### config.mk
export PLATFORM = sky130hd
export DESIGN_NAME = ctrl_pipe
export DESIGN_NICKNAME = d
export VERILOG_FILES = /design/src/rtl/ctrl_pipe.sv
export SDC_FILE = /design/constraint.sdc
export NUM_CORES = 1
export LEC_CHECK = 0
export CAP_MARGIN = 20
export CORE_MARGIN = 4
export CORE_UTILIZATION = 43
export DETAILED_ROUTE_END_ITERATION = 6
export PLACE_DENSITY = 0.77
export SYNTH_ARGS = -nofsm -noshare
export SYNTH_HDL_FRONTEND = slang
export SYNTH_SLANG_ARGS = --single-unit
### constraint.sdc
create_clock -name clk -period 1.95 [get_ports clk]
set_clock_uncertainty 0.1 [all_clocks]
set_input_delay 0.2925 -clock clk [delete_from_list [all_inputs] [get_ports clk]]
set_output_delay 0.2925 -clock clk [all_outputs]
set_load 0.01 [all_outputs]
### src/rtl/ctrl_pipe.sv
// ctrl_pipe: pipelined main-decoder control path for the 5-stage core.
// Decodes the ID opcode into a control bundle, detects load-use hazards
// against EX, and carries the bundle through EX, MEM and WB with per-stage
// valid bits. Bubbles are inserted on stall, flush or an empty ID slot.
// Optional feature macro: CTRL_UPPER_IMM_EN (adds LUI/AUIPC decode).
module ctrl_pipe #(
  parameter int unsigned REG_ADDR_W = 5,
  parameter int unsigned OPC_W      = 7
) (
  input  logic                  clk,
  input  logic                  rst,
  input  logic                  id_valid,
  input  logic [OPC_W-1:0]      id_opcode,
  input  logic [REG_ADDR_W-1:0] id_rd,
  input  logic [REG_ADDR_W-1:0] id_rs1,
  input  logic [REG_ADDR_W-1:0] id_rs2,
  input  logic                  flush,
  output logic                  stall,
  output logic                  illegal,
  output logic                  ex_valid,
  output logic                  ex_alu_src,
  output logic                  ex_branch,
  output logic                  ex_jump,
  output logic [1:0]            ex_alu_op,
  output logic                  mem_valid,
  output logic                  mem_read,
  output logic                  mem_write,
  output logic                  wb_valid,
  output logic                  wb_reg_write,
  output logic                  wb_mem_to_reg,
  output logic [REG_ADDR_W-1:0] wb_rd
);

  localparam logic [OPC_W-1:0] OPC_R      = OPC_W'(7'b0110011);
  localparam logic [OPC_W-1:0] OPC_I      = OPC_W'(7'b0010011);
  localparam logic [OPC_W-1:0] OPC_LOAD   = OPC_W'(7'b0000011);
  localparam logic [OPC_W-1:0] OPC_STORE  = OPC_W'(7'b0100011);
  localparam logic [OPC_W-1:0] OPC_BRANCH = OPC_W'(7'b1100011);
  localparam logic [OPC_W-1:0] OPC_JAL    = OPC_W'(7'b1101111);
  localparam logic [OPC_W-1:0] OPC_JALR   = OPC_W'(7'b1100111);
`ifdef CTRL_UPPER_IMM_EN
  localparam logic [OPC_W-1:0] OPC_LUI    = OPC_W'(7'b0110111);
  localparam logic [OPC_W-1:0] OPC_AUIPC  = OPC_W'(7'b0010111);
`endif

  // ID-stage decode results
  logic       w_reg_write;
  logic       w_alu_src;
  logic       w_mem_read;
  logic       w_mem_write;
  logic       w_mem_to_reg;
  logic       w_branch;
  logic       w_jump;
  logic [1:0] w_alu_op;
  logic       w_uses_rs1;
  logic       w_uses_rs2;
  logic       w_illegal_d;

  logic       w_src_match;
  logic       w_stall;
  logic       w_bubble;

  // EX stage registers
  logic                  r_ex_valid;
  logic                  r_ex_alu_src;
  logic                  r_ex_branch;
  logic                  r_ex_jump;
  logic [1:0]            r_ex_alu_op;
  logic                  r_ex_mem_read;
  logic                  r_ex_mem_write;
  logic                  r_ex_reg_write;
  logic                  r_ex_mem_to_reg;
  logic [REG_ADDR_W-1:0] r_ex_rd;
  logic                  r_ex_illegal;

  // MEM stage registers
  logic                  r_mem_valid;
  logic                  r_mem_read;
  logic                  r_mem_write;
  logic                  r_mem_reg_write;
  logic                  r_mem_mem_to_reg;
  logic [REG_ADDR_W-1:0] r_mem_rd;

  // WB stage registers
  logic                  r_wb_valid;
  logic                  r_wb_reg_write;
  logic                  r_wb_mem_to_reg;
  logic [REG_ADDR_W-1:0] r_wb_rd;

  // Opcode decode; anything not listed is illegal with all controls low.
  always_comb begin
    w_reg_write  = 1'b0;
    w_alu_src    = 1'b0;
    w_mem_read   = 1'b0;
    w_mem_write  = 1'b0;
    w_mem_to_reg = 1'b0;
    w_branch     = 1'b0;
    w_jump       = 1'b0;
    w_alu_op     = 2'b00;
    w_uses_rs1   = 1'b0;
    w_uses_rs2   = 1'b0;
    w_illegal_d  = 1'b0;
    case (id_opcode)
      OPC_R: begin
        w_reg_write = 1'b1;
        w_alu_op    = 2'b10;
        w_uses_rs1  = 1'b1;
        w_uses_rs2  = 1'b1;
      end
      OPC_I: begin
        w_reg_write = 1'b1;
        w_alu_src   = 1'b1;
        w_alu_op    = 2'b11;
        w_uses_rs1  = 1'b1;
      end
      OPC_LOAD: begin
        w_reg_write  = 1'b1;
        w_mem_read   = 1'b1;
        w_alu_src    = 1'b1;
        w_mem_to_reg = 1'b1;
        w_uses_rs1   = 1'b1;
      end
      OPC_STORE: begin
        w_mem_write = 1'b1;
        w_alu_src   = 1'b1;
        w_uses_rs1  = 1'b1;
        w_uses_rs2  = 1'b1;
      end
      OPC_BRANCH: begin
        w_branch   = 1'b1;
        w_alu_op   = 2'b01;
        w_uses_rs1 = 1'b1;
        w_uses_rs2 = 1'b1;
      end
      OPC_JAL: begin
        w_reg_write = 1'b1;
        w_jump      = 1'b1;
      end
      OPC_JALR: begin
        w_reg_write = 1'b1;
        w_jump      = 1'b1;
        w_alu_src   = 1'b1;
        w_uses_rs1  = 1'b1;
      end
`ifdef CTRL_UPPER_IMM_EN
      OPC_LUI, OPC_AUIPC: begin
        w_reg_write = 1'b1;
        w_alu_src   = 1'b1;
      end
`endif
      default: w_illegal_d = 1'b1;
    endcase
  end

  // Load-use hazard against the load sitting in EX; x0 never hazards and a
  // flush wins because the ID instruction is being killed anyway.
  always_comb begin
    w_src_match = (w_uses_rs1 && (id_rs1 == r_ex_rd)) ||
                  (w_uses_rs2 && (id_rs2 == r_ex_rd));
    w_stall     = !rst && !flush && r_ex_valid && r_ex_mem_read &&
                  (r_ex_rd != '0) && id_valid && w_src_match;
    w_bubble    = flush || w_stall || !id_valid;
  end

  // EX stage: load the decoded bundle or insert a bubble.
  always_ff @(posedge clk) begin
    if (rst || w_bubble) begin
      r_ex_valid      <= 1'b0;
      r_ex_alu_src    <= 1'b0;
      r_ex_branch     <= 1'b0;
      r_ex_jump       <= 1'b0;
      r_ex_alu_op     <= 2'b00;
      r_ex_mem_read   <= 1'b0;
      r_ex_mem_write  <= 1'b0;
      r_ex_reg_write  <= 1'b0;
      r_ex_mem_to_reg <= 1'b0;
      r_ex_rd         <= '0;
      r_ex_illegal    <= 1'b0;
    end else begin
      r_ex_valid      <= 1'b1;
      r_ex_alu_src    <= w_alu_src;
      r_ex_branch     <= w_branch;
      r_ex_jump       <= w_jump;
      r_ex_alu_op     <= w_alu_op;
      r_ex_mem_read   <= w_mem_read;
      r_ex_mem_write  <= w_mem_write;
      r_ex_reg_write  <= w_reg_write;
      r_ex_mem_to_reg <= w_mem_to_reg;
      r_ex_rd         <= id_rd;
      r_ex_illegal    <= w_illegal_d;
    end
  end

  // MEM stage: always advances from EX, even while ID is stalled.
  always_ff @(posedge clk) begin
    if (rst) begin
      r_mem_valid      <= 1'b0;
      r_mem_read       <= 1'b0;
      r_mem_write      <= 1'b0;
      r_mem_reg_write  <= 1'b0;
      r_mem_mem_to_reg <= 1'b0;
      r_mem_rd         <= '0;
    end else begin
      r_mem_valid      <= r_ex_valid;
      r_mem_read       <= r_ex_valid && r_ex_mem_read;
      r_mem_write      <= r_ex_valid && r_ex_mem_write;
      r_mem_reg_write  <= r_ex_valid && r_ex_reg_write;
      r_mem_mem_to_reg <= r_ex_valid && r_ex_mem_to_reg;
      r_mem_rd         <= r_ex_rd;
    end
  end

  // WB stage: always advances from MEM.
  always_ff @(posedge clk) begin
    if (rst) begin
      r_wb_valid      <= 1'b0;
      r_wb_reg_write  <= 1'b0;
      r_wb_mem_to_reg <= 1'b0;
      r_wb_rd         <= '0;
    end else begin
      r_wb_valid      <= r_mem_valid;
      r_wb_reg_write  <= r_mem_valid && r_mem_reg_write;
      r_wb_mem_to_reg <= r_mem_valid && r_mem_mem_to_reg;
      r_wb_rd         <= r_mem_rd;
    end
  end

  assign stall         = w_stall;
  assign illegal       = r_ex_valid && r_ex_illegal;
  assign ex_valid      = r_ex_valid;
  assign ex_alu_src    = r_ex_valid && r_ex_alu_src;
  assign ex_branch     = r_ex_valid && r_ex_branch;
  assign ex_jump       = r_ex_valid && r_ex_jump;
  assign ex_alu_op     = r_ex_valid ? r_ex_alu_op : 2'b00;
  assign mem_valid     = r_mem_valid;
  assign mem_read      = r_mem_read;
  assign mem_write     = r_mem_write;
  assign wb_valid      = r_wb_valid;
  assign wb_reg_write  = r_wb_reg_write;
  assign wb_mem_to_reg = r_wb_mem_to_reg;
  assign wb_rd         = r_wb_rd;

endmodule

**Yosys cells after proc, flatten, opt, wreduce, memory -nomap -nowiden**

Index checks and enable logic that the tools add are counted.
W data, S select, Z words.

- Reduce and logical (&&, ||, !) cells: 31
- Muxes and demuxes: 12
- Equal/unequal tests: 9

Operators by type and width:

| kind | number |
|---|---|
| $eq A7 B7 Y1 const B | 3 |
| $logic_and A1 B1 Y1 | 17 |
| $eq A7 B6 Y1 const B | 2 |
| $eq A5 B5 Y1 | 2 |
| $mux W1 | 10 |
| $eq A7 B2 Y1 const B | 1 |
| $eq A7 B5 Y1 const B | 1 |
| $reduce_or A7 Y1 | 1 |
| $pmux W2 S3 | 1 |
| $reduce_or A6 Y1 | 1 |
| $reduce_bool A5 Y1 | 1 |
| $reduce_or A5 Y1 | 1 |
| $logic_or A1 B1 Y1 | 4 |
| $reduce_or A4 Y1 | 1 |
| $logic_not A1 Y1 | 3 |
| $reduce_or A3 Y1 | 1 |
| $mux W2 | 1 |
| $reduce_or A2 Y1 | 1 |

- Logic and storage cells: 71
- Output and inout bits: 19
- Register bits: 32

**Longest topological paths before layout**

- Word-level depth: 11
- Mapped depth: 5
- Gate-level depth less buffers: 4

**Worst setup path before layout**

OpenSTA, ideal clock, no wires.

- Path type: input -> output
- Start point: input port id_opcode[2]
- End point: output port stall
- Slack: 0.171 ns
- Arrival: 1.386 ns
- Data required time: 1.558 ns
- Cell stages on the path: 4
- Cells stage by stage: nand4bb_4 -> or3_1 -> o22ai_4 -> and2_1

- Cells in the longest elaborated chain, start to end: 6
- Elaborated cells between the ends (all ways): 14

RTL lines:

| what | line | text |
|---|---|---|
| from (decl) | 13 | `input logic [OPC_W-1:0] id_opcode,` |
| $eq A7 B7 Y1 (tied with other cells) | 103 | `case (id_opcode)` |
| $reduce_or A6 Y1 (no line) / $reduce_or A3 Y1 (equally long branches) | n/a |  |
| $mux W1 | 103 |  |
| $logic_and A1 B1 Y1, on equally long branches | 158, 159 |  |
| $logic_or A1 B1 Y1 * | 158 | `w_src_match = (w_uses_rs1 && (id_rs1 == r_ex_rd)) \|\|` |
| $logic_and A1 B1 Y1 * | 161 | `(r_ex_rd != '0) && id_valid && w_src_match;` |
| to (decl) | 18 | `output logic stall,` |

Every way passes the cells marked *; elsewhere a longest branch is shown, timed or not.

**Worst setup path in the final report**

- Start point: register r_ex_rd[0]
- End point: output port stall

- Cells in the longest elaborated chain, start to end: 4
- Elaborated cells between the ends (all ways): 9

RTL lines:

| what | line | text |
|---|---|---|
| from (decl) | 73 | `logic [REG_ADDR_W-1:0] r_ex_rd;` |
| from (signal assigned) | 189 | `r_ex_rd <= id_rd;` |
| $eq A5 B5 Y1 (tied with other cells) | 158 |  |
| $logic_and A1 B1 Y1, on equally long branches | 158, 159, 160 |  |
| $logic_or A1 B1 Y1 / $logic_and A1 B1 Y1 (equally long branches) | 158, 161 |  |
| $logic_and A1 B1 Y1 * | 161 |  |

Marks and branches as above.

==> qor.yml <==
drt_iter0_drc: 40
initial_core_util: 0.453
avgSynthCellArea_um2: 10.3
period_needed_ns: 2.10
syn_nets: 147
num_rows: 19
drt_wl_total_mm: 2.94
layout_common_cells: "clkdlybuf4s50_1, dfxtp_1, buf_4"
whs_ns: 0.342
final_net_count: 219
grt_util_met1: 0.181
grt_overflow: 0
crit_arrival_ns: 1.71
dieHeight_um: 61.9
layout-drive-gt1-share: 0.227
fin_crit_sh: 1.08
status: "complete, but fails checks"
syn-cell-area_mm2: 0.00125
post_cts_buffers: 0
yosysSeqAreaShare: 0.513
io_buffers: 44
synth_cell_types: 26
postPlaceCellArea_mm2: 0.00189
rsz0062_at_grt: "yes"
cts_root_buffer: "clkbuf_4"
maxCapViolCount: 0
clock-sinks: 32
clk-insertion-delay-late_ns: 0.34
synth_seq_cells: 32
fmax_mhz: 476
crit_path_start_kind: "register"
cp_cell_sequence: "or4_4 -> o221a_4 -> and2_4 -> buf_6"
firstDrtPassIters: 4
drc: 0
drv_slew: 0
cts_tree: "yes"
grt_use_met2: 0.288
netlist_instances: 121
grt_max_degree: 15
use_met3: 0.0640
cts.hold.buffers_added: 0
crit_slowest_cell: "or4_4"
setup_slack_ns: -0.151
area_growth_pct: 60.4
antenna_found_initial: 0
wl_per_cell_um: 13.0
diodes: 0
die_x_um: 61.9
slew_headroom: 0.794
ir_worst_vdd_mv: 0.765
hold_viol: 0
fp.dieArea_mm2: 0.00383
crit_buf_inv: 1
stdcell_area_mm2: 0.00200
critPathRequiredTime_ns: 1.56
hpwlAfterDp_mm: 2.23
cp_top_family: "simple AND/OR/NAND/NOR gates"
tightest_slew_ns: 0.307
max_stage_delay_ns: 0.53
crit_type: "reg -> out"
nFillCells: 199
grt.busiest_layer: "met2"
finalSetupViolations: 1
hold_class: "reg -> reg"
crit_fanout: 2
vias: 1094
power_density_mw_per_mm2: 689
synth_warnings: 0
grt.total_usage: 0.169
core_mm2: 0.00276
final_common_cell: "clkdlybuf4s50_1"
violations: "negative setup slack"
viasPerCell: 4.86
gp_congestion: 0.824
cp-end-kind: "primary output"
seq_area_um2: 643
cts-buffers-inserted: 5
clockBufferDepth: 2
ant_nets: 0
io_pins: 45
clk_pin_slew_ns: 0.11
leakage_nw: 0.809
grt_pass1_vias: 1056
htree_levels: 2
multi_input_area_um2: 598
grt_pass1_wl_mm: 4.49
## power by group
| part | total (W) | switching, W | internal (W) |
|---|---|---|---|
| Clock | 0.000565 | 0.000225 | 0.000340 |
| Combinational | 0.000151 | 0.0000565 | 0.0000944 |
| Sequential | 0.000666 | 0.00000390 | 0.000662 |
## synthesized netlist by cell type
cell | n | share of area
nor2_1 | 3 | 0.0090
nand4bb_4 | 1 | 0.022
buf_4 | 2 | 0.012
nand3_1 | 3 | 0.012
or3b_1 | 1 | 0.0070
or4_4 | 1 | 0.0090
nand2_1 | 10 | 0.030
nor3_1 | 3 | 0.012
o221a_4 | 1 | 0.016
nor3b_1 | 1 | 0.0060
a21oi_1 | 14 | 0.056
dfxtp_1 | 32 | 0.51
clkbuf_1 | 2 | 0.0060
nor2b_1 | 13 | 0.065
nand4_1 | 2 | 0.010
nand2b_1 | 1 | 0.0050
and4b_1 | 1 | 0.0080
a211oi_1 | 2 | 0.012
a2111oi_4 | 1 | 0.022
a22oi_1 | 1 | 0.0060
and2_1 | 12 | 0.060
or3_1 | 2 | 0.010
xnor2_1 | 8 | 0.056
a21boi_0 | 1 | 0.0060
o22ai_4 | 1 | 0.016
xor2_1 | 2 | 0.014
## cell families after synthesis
kind of cell              after synthesis  synth area share
buffers and inverters                   4            0.0180
AOI/OAI and AO/OA                      21             0.134
DFF                                    32             0.513
and+or+nand+nor                        54             0.265
xor gates and xnor gates               10            0.0701
## area by class of cell
cell class | instances | area share
Clock buffer | 7 | 0.0325
Clock inverter | 1 | 0.0150
Multi-Input combinational cell | 85 | 0.298
Sequential cell | 32 | 0.321
Tap cell | 31 | 0.0194
Timing Repair Buffer | 69 | 0.314
## stage by stage
stage / setup WS (ns) / setup TNS [ns] / instances / utilization / total power, W
after global placement: -0.641 / -2.04 / 217 / 0.687 / 0.000827
final: -0.151 / -0.151 / 225 / 0.727 / 0.00138
after detailed placement: -0.661 / -2.52 / 217 / 0.687 / 0.000831
after CTS: -0.154 / -0.154 / 225 / 0.726 / 0.00139
after floorplan: 0.171 / 0 / 121 / - / 0.000731
after global routing: -0.192 / -0.192 / 225 / 0.727 / 0.00143
## metal layers
| metal | wire [um] | part of all wire |
|---|---|---|
| met2 | 1500 | 0.51 |
| met3 | 227 | 0.077 |
| met5 | 0 | 0 |
| met1 | 1140 | 0.39 |
| met4 | 68 | 0.023 |
## worst reg2reg max path, stage by stage (launching register included)
cell       delay (ns)
dfxtp_2          0.33
or4_4            0.53
o221a_4          0.24
buf_4            0.19
a2111oi_4        0.36
## worst paths after layout
kind,cells after the start,to,slack (ns),startpoint
max,4,stall,-0.15,r_ex_rd[0]
min reg2reg,1,wb_rd[0],0.34,r_mem_rd[0]
min,1,wb_rd[0],0.34,r_mem_rd[0]
max reg2reg,4,r_ex_branch,0.10,r_ex_rd[0]
## what timing repair did
action | 4_1_cts | 5_1_grt
gates resized for setup | 12 | 2
pin swaps | 2 | 0
endpoints found under the setup margin | 1 | 1
(Power assumes the default switching activity.)
